## src/rtl/interval_timer_ctrl.sv

```systemverilog
// Interval timer: prescaled tick counter with one-shot/periodic expiry,
// pause/resume, sticky irq and a rejected-start error pulse.
module interval_timer_ctrl #(
  parameter int WIDTH = 32,
  parameter int PRE_W = 8
) (
  input  logic             clock,
  input  logic             reset,
  input  logic             start,
  input  logic             stop,
  input  logic             pause,
  input  logic             resume,
  input  logic [WIDTH-1:0] period,
  input  logic [PRE_W-1:0] prescale,
  input  logic             periodic,
  input  logic             irq_clear,
  output logic [WIDTH-1:0] count,
  output logic [1:0]       state,
  output logic             expired,
  output logic             irq,
  output logic             err
);

  typedef enum logic [1:0] {
    S_IDLE   = 2'd0,
    S_RUN    = 2'd1,
    S_PAUSED = 2'd2,
    S_DONE   = 2'd3
  } state_t;

  state_t           state_q, state_d;
  logic [WIDTH-1:0] period_q, period_d;
  logic [WIDTH-1:0] count_q, count_d;
  logic [PRE_W-1:0] prescale_q, prescale_d;
  logic [PRE_W-1:0] pre_cnt_q, pre_cnt_d;
  logic             periodic_q, periodic_d;
  logic             expired_d, irq_d, err_d;
  logic             tick, last_tick;

  assign tick      = (state_q == S_RUN) && (pre_cnt_q == prescale_q);
  // period_q is never 0 while running, so period_q-1 cannot wrap.
  assign last_tick = tick && (count_q == period_q - WIDTH'(1));

  always_comb begin
    // NOTE: every signal gets a default before any branch so no path leaves
    // one unassigned, which would otherwise infer a latch.
    state_d    = state_q;
    period_d   = period_q;
    prescale_d = prescale_q;
    periodic_d = periodic_q;
    count_d    = count_q;
    pre_cnt_d  = pre_cnt_q;
    expired_d  = 1'b0;
    err_d      = 1'b0;
    irq_d      = irq & ~irq_clear;

    if (stop) begin
      state_d   = S_IDLE;
      count_d   = '0;
      pre_cnt_d = '0;
    end else if (start && (state_q == S_IDLE || state_q == S_DONE)) begin
      if (period == '0) begin
        err_d = 1'b1;
      end else begin
        period_d   = period;
        prescale_d = prescale;
        periodic_d = periodic;
        count_d    = '0;
        pre_cnt_d  = '0;
        state_d    = S_RUN;
      end
    end else if (state_q == S_RUN) begin
      // The pause edge still advances the timer, so an expiry landing on it is kept.
      if (tick) begin
        pre_cnt_d = '0;
        if (last_tick) begin
          count_d   = '0;
          expired_d = 1'b1;
          irq_d     = 1'b1;
          if (!periodic_q) state_d = S_DONE;
        end else begin
          count_d = count_q + WIDTH'(1);
        end
      end else begin
        pre_cnt_d = pre_cnt_q + PRE_W'(1);
      end
      if (pause && state_d == S_RUN) state_d = S_PAUSED;
    end else if (state_q == S_PAUSED && resume) begin
      state_d = S_RUN;
    end
  end

  // NOTE: sequential state uses non-blocking assignments so every flop
  // samples the pre-edge values regardless of statement order.
  always_ff @(posedge clock) begin
    if (reset) begin
      state_q    <= S_IDLE;
      period_q   <= '0;
      prescale_q <= '0;
      periodic_q <= 1'b0;
      count_q    <= '0;
      pre_cnt_q  <= '0;
      expired    <= 1'b0;
      irq        <= 1'b0;
      err        <= 1'b0;
    end else begin
      state_q    <= state_d;
      period_q   <= period_d;
      prescale_q <= prescale_d;
      periodic_q <= periodic_d;
      count_q    <= count_d;
      pre_cnt_q  <= pre_cnt_d;
      expired    <= expired_d;
      irq        <= irq_d;
      err        <= err_d;
    end
  end

  assign count = count_q;
  assign state = state_q;

endmodule

```

## config.mk

```make
export PLATFORM = sky130hd
export DESIGN_NAME = interval_timer_ctrl
export DESIGN_NICKNAME = d
export VERILOG_FILES = /design/src/rtl/interval_timer_ctrl.sv
export SDC_FILE = /design/constraint.sdc
export NUM_CORES = 1
export LEC_CHECK = 0
export CAP_MARGIN = 20
export CORE_UTILIZATION = 32
export DETAILED_ROUTE_END_ITERATION = 16
export PLACE_DENSITY = 0.63
export SETUP_SLACK_MARGIN = 0.5
export SLEW_MARGIN = 20
export SYNTH_ARGS = -nofsm -noshare
export SYNTH_HDL_FRONTEND = slang
export SYNTH_SLANG_ARGS = --single-unit
```

## constraint.sdc

```tcl
create_clock -name clock -period 3.5 [get_ports clock]
set_input_delay 1.05 -clock clock [delete_from_list [all_inputs] [get_ports clock]]
set_output_delay 1.05 -clock clock [all_outputs]
set_load 0.005 [all_outputs]
```

==> impl_metrics.ini, run 1 <==
[detailed_routing]
drt-met1-wl_mm = 7.71
routedWlPerCell_um = 15.8
drt_first_iter_violations = 303
vias = 5140
routed_wirelength_mm = 16.0
first_pass_iters = 4
dr_wl_met3_um = 633
drc_errors = 0
via_per_inst = 5.09
wl_met2_mm = 7.31
antenna_left = 0
top_layer_used = met4

[final_layout]
final_cells = 1009
nets = 841
drive_gt1_share_pct = 19.0
n_antenna_cell = 0
fin_area_um2 = 7400
post-route-util_pct = 46.6
area_delta_synth_final_pct = 42.3
fill_cells = 1551

[place]
portBuffers = 84
dp_hpwl_mm = 12.1
dpl-instance-area_um2 = 6750
place.gp.congestion = 0.897
dp.cells = 980

[synthesis]
ys_ff_latch = 86
syn_area_per_cell_um2 = 8.10
synth_most_common_cell = nor2_1
synth-edff-count = 0
synthArstFlopShare_pct = 0
synthDistinctLibCells = 60
synthTopCellsByCount = nor2_1, dfxtp_1, nand2_1
yosysWarnings = 0
yosysTopAreaCell = dfxtp_1
synth_fp_nets = 695
yosysTopAreaCellShare_pct = 33.1
syn_inst = 642
ys.flop_type = dfxtp_1
ys_top_cells_by_area = dfxtp_1, mux2i_1, xnor2_1
netlist_area_um2 = 5200
seq_area_frac_synth_pct = 33.1

[sta]
relSlewSlack_pct = 70.4
max_freq_ghz = 0.310
drv_slew = 0
fin_tns_setup_ns = 0
period_needed_ns = 3.23
tightest_slew_ns = 0.441
hold_violations = 0
grt_setup_unrepaired = yes
min_period_over_period_pct = 92.2
setup_violations = 0
final.setup_skew_ns = 0.0119
finalHoldWorstSlack_ns = 0.512

[die]
fp.dieH_um = 129
coreArea_um2 = 15900
die_w_um = 129
row_count = 46
die-area_um2 = 16800
io_pins = 85
start_util_pct = 32.7

[worst_setup_path]
cp_data_required_time_ns = 3.76
startpoint_type = flip-flop
path_class = flip-flop to flip-flop
worstPathArrival_ns = 3.49
crit_fanout = 6
end_kind = flip-flop

[cts]
cts_max_level = 3
cts_made_buffers = 9
cts_tree = done
cts_buffer_depth = 2
clock_latency_ns = 0.36
clk_pin_slew_ns = 0.07
cts_root_buf = clkbuf_16
postCtsHoldBufs = 0
cts.sinks = 86

[pwr]
power_density_nw_per_um2 = 349
p_comb_share_pct = 23.4
switchingPower_mw = 0.759
ir_drop_uv = 239
switching_share_pct = 29.4
power.internal_mw = 1.82
p_seq_share_pct = 40.0
pwr-share-clk_pct = 36.5
cellLeakagePower_nw = 2.90

[grt]
grt_first_pass_wirelength_mm = 24.8
grt_max_degree = 43
grt_pass1_vias = 4723
antenna_found_initial = 0
grt_usage_pct = 19.4
grt-ovfl-total = 0

[worst_hold_path]
hold_class = flip-flop to flip-flop

[run]
cap_violations = 0

[run_status]
outcome = complete, no violations
[cells in the final DEF, fill, tap and decap left out, types with 17 or more instances in the layout]
master           instances
nor2_1                  92
xnor2_1                 42
dfxtp_1                 82
buf_4                   71
nand2_1                 62
xor2_1                  32
nor3_1                  21
nand3_1                 32
nand4_1                 17
mux2i_1                 43
clkdlybuf4s50_1         60
[state kept, by name, summed over array words and instances, names as in the netlist]
register    flops
prescale_q      8
err             1
expired         1
irq             1
period_q       32
periodic_q      1
pre_cnt_q       8
state           2
count          32
[cells by family after synthesis]
logic type	count (synthesis)	synth area share, %
buf+inv	41	3.44
simple gates	322	31.5
mux	44	8.49
xor+xnor	74	12.5
compound gates	70	9.77
flops	86	33.1
fa+ha+maj	5	1.20
[critical path, stage by stage, from the launching register on]
cell and delay (ns):
dfxtp_2 0.35, or4_4 0.58, or4_1 0.42, a21o_1 0.20
a22oi_2 0.12, nand4_1 0.10, or4_4 0.58, o31ai_4 0.19
buf_6 0.16, clkbuf_16 0.14, nor3b_1 0.04, a211o_1 0.25
[worst paths after layout]
kind | cells after the start | slack (ns) | start | end
max | 11 | 0.27 | period_q[3] | count[6]
min | 2 | 0.51 | pre_cnt_q[1] | pre_cnt_q[1]
max reg2reg | 11 | 0.27 | period_q[3] | count[6]
min reg2reg | 2 | 0.51 | pre_cnt_q[1] | pre_cnt_q[1]
[metal layers]
layer / vias to the layer above / GRT usage, %
met4: 0 / 7.87
met1: 2426 / 26.3
met5: - / 0
li1: 2594 / -
met2: 103 / 30.7
met3: 17 / 2.85
[power by group through the flow]
stage,Sequential (mW),Combinational [mW],Clock (mW)
CTS,1.03,0.577,0.960
detailed placement,1.05,0.540,0
floorplan,1.05,0.329,0
global placement,1.05,0.539,0
finish,1.03,0.606,0.943
global route,1.04,0.661,1.00
[stage by stage]
stage	power [mW]	worst slack (ns)
6_report	2.58	0.271
5_1_grt	2.70	0.175
4_1_cts	2.57	0.278
3_5_place_dp	1.59	-0.184
3_3_place_gp	1.59	-0.118
2_1_floorplan	1.37	0.350
[layout make-up]
class                      instances  area, µm²  share of cell area, %
clock buffer                      10        239                   3.23
clock inverter                     6       53.8                  0.727
inverter                           8       30.0                  0.406
multi-input combinational        515       3500                   47.3
sequential                        86       1730                   23.3
tap                              216        270                   3.65
timing repair buffer             168       1580                   21.3
[what timing repair did]
action / in CTS / in global routing
setup endpoints to repair: 84 / 82
setup buffers: 8 / 1
gates cloned: 2 / 2
pin swaps: 17 / 3
resized for setup: 38 / 35
Power figures use the tool's default switching activity.
==> run 2, diff against run 1 <==
Settings changed: CORE_UTILIZATION 32 to 40, PLACE_DENSITY 0.63 to 0.74.
==> impl_metrics.ini, run 2 (synthesis gave the netlist of run 1 again) <==
[run_status]
outcome = complete, no violations

[worst_setup_path]
worstPathArrival_ns = 3.53
cp-startpoint = period_q[2]
rr_startpoint = period_q[2]
cp_data_required_time_ns = 3.74
path_class = flip-flop to flip-flop
startpoint_type = flip-flop
crit_fanout = 6
end_kind = flip-flop

[die]
row_count = 41
die-area_um2 = 13500
io_pins = 85
die_w_um = 116
coreArea_um2 = 12700
fp.dieH_um = 116
start_util_pct = 41.0

[sta]
grt_setup_unrepaired = yes
setup_violations = 0
finalHoldWorstSlack_ns = 0.540
period_needed_ns = 3.29
tightest_slew_ns = 0.531
worst_slack_ns = 0.209
max_freq_ghz = 0.304
drv_slew = 0
min_period_over_period_pct = 94.0
relSlewSlack_pct = 64.4
hold_violations = 0
final.setup_skew_ns = 0.00895

[detailed_routing]
first_pass_iters = 5
vias = 5438
drt_first_iter_violations = 405
routedWlPerCell_um = 17.6
routed_wirelength_mm = 16.7
drc_errors = 0
antenna_left = 0
via_per_inst = 5.74

[run]
cap_violations = 0

[cts]
cts_root_buf = clkbuf_16
cts.sinks = 86
clock_latency_ns = 0.36
cts_max_level = 3
postCtsHoldBufs = 0
clk_pin_slew_ns = 0.07
cts_made_buffers = 9
cts_buffer_depth = 2
cts_tree = done

[grt]
grt_usage_pct = 25.2
grt_pass1_vias = 5297
grt-ovfl-total = 0
antenna_found_initial = 0
grt_first_pass_wirelength_mm = 25.9
grt_max_degree = 43

[final_layout]
area_delta_synth_final_pct = 42.1
final_cells = 948
final_cell_mix = nor2_1, dfxtp_1, nand2_1, clkdlybuf4s50_1, buf_4
nets = 824
post-route-util_pct = 58.3
fill_cells = 1070
n_antenna_cell = 0
mostFrequentLayoutCell = nor2_1
drive_gt1_share_pct = 19.3

[place]
dp.cells = 908
dp_hpwl_mm = 12.1
place.gp.congestion = 1.00
portBuffers = 84
post-place-ws_ns = -0.152

[worst_hold_path]
hold_class = flip-flop to flip-flop
worstHoldStart = period_q[31]

[pwr]
power.total_mw = 2.73
power_density_nw_per_um2 = 369
cellLeakagePower_nw = 2.89
ir_drop_uv = 181
run 2: changes by cell type in the layout (fill, tap and decap cells not counted), sizes merged:
cell,delta
dlygate4sd2,-1
clkinvlp,-1
clkdlybuf4s50,+1
clkdlybuf4s15,-1
buf,-17
dlymetal6s2s,+1
bufinv,+2
clkbuf,-1
run 2: path summary, 6_finish.rpt:
| kind | end | slack (ns) | depth (start not counted) |
|---|---|---|---|
| worst min register to register | period_q[31] | 0.54 | 2 |
| worst min-delay path | period_q[31] | 0.54 | 2 |
| worst max-delay path | count[24] | 0.21 | 11 |
| worst max register to register | count[24] | 0.21 | 11 |
run 2: layout make-up:
cell class | instances | area [µm²] | area share, %
inverters | 8 | 30.0 | 0.406
multi-input cells | 515 | 3560 | 48.2
clock buffers | 9 | 225 | 3.05
well taps | 172 | 215 | 2.91
repair buffers | 151 | 1510 | 20.4
flip-flops and latches | 86 | 1740 | 23.6
clock inverters | 7 | 104 | 1.41
run 2: critical path, cell delays in order, from the launching register on:
cell and delay (ns):
dfxtp_2 0.35, or4_4 0.59, or4_1 0.42, a21o_1 0.21, a22oi_2 0.13, nand4_1 0.10
or4_4 0.55, o31ai_4 0.23, buf_6 0.16, clkbuf_16 0.14, nor2_1 0.04, a211o_1 0.26
run 2: through the flow:
| step | setup TNS [ns] | cell area (µm²) |
|---|---|---|
| detailed placement | -3.64 | 6510 |
| CTS | 0 | 7140 |
| finish | 0 | 7390 |
| global placement | -3.03 | 6510 |
| floorplan | 0 | 5220 |
| global route | 0 | 7390 |
run 2: report_power, final:
part           internal (mW)  switching, mW  total [mW]
Sequential              1.00         0.0370        1.04
Clock                  0.635          0.428        1.06
Combinational          0.316          0.308       0.624
Total                   1.96          0.773        2.73
run 2: per-layer routing:
layer  wire (µm)  global-route usage, %  vias up
met5           0                      0        -
met4         472                   11.2        0
met2        7940                   41.4      260
met3        1200                   4.97       49
met1        7090                   32.1     2570
li1            -                      -     2559
run 2: what timing repair did:
item / 4_1_cts / 5_1_grt
gates cloned: 2 / 2
setup endpoints to repair: 84 / 46
pin swaps: 25 / 23
resized for setup: 51 / 46
hold endpoints to repair: 0 / 0
buffers inserted: 13 / 7
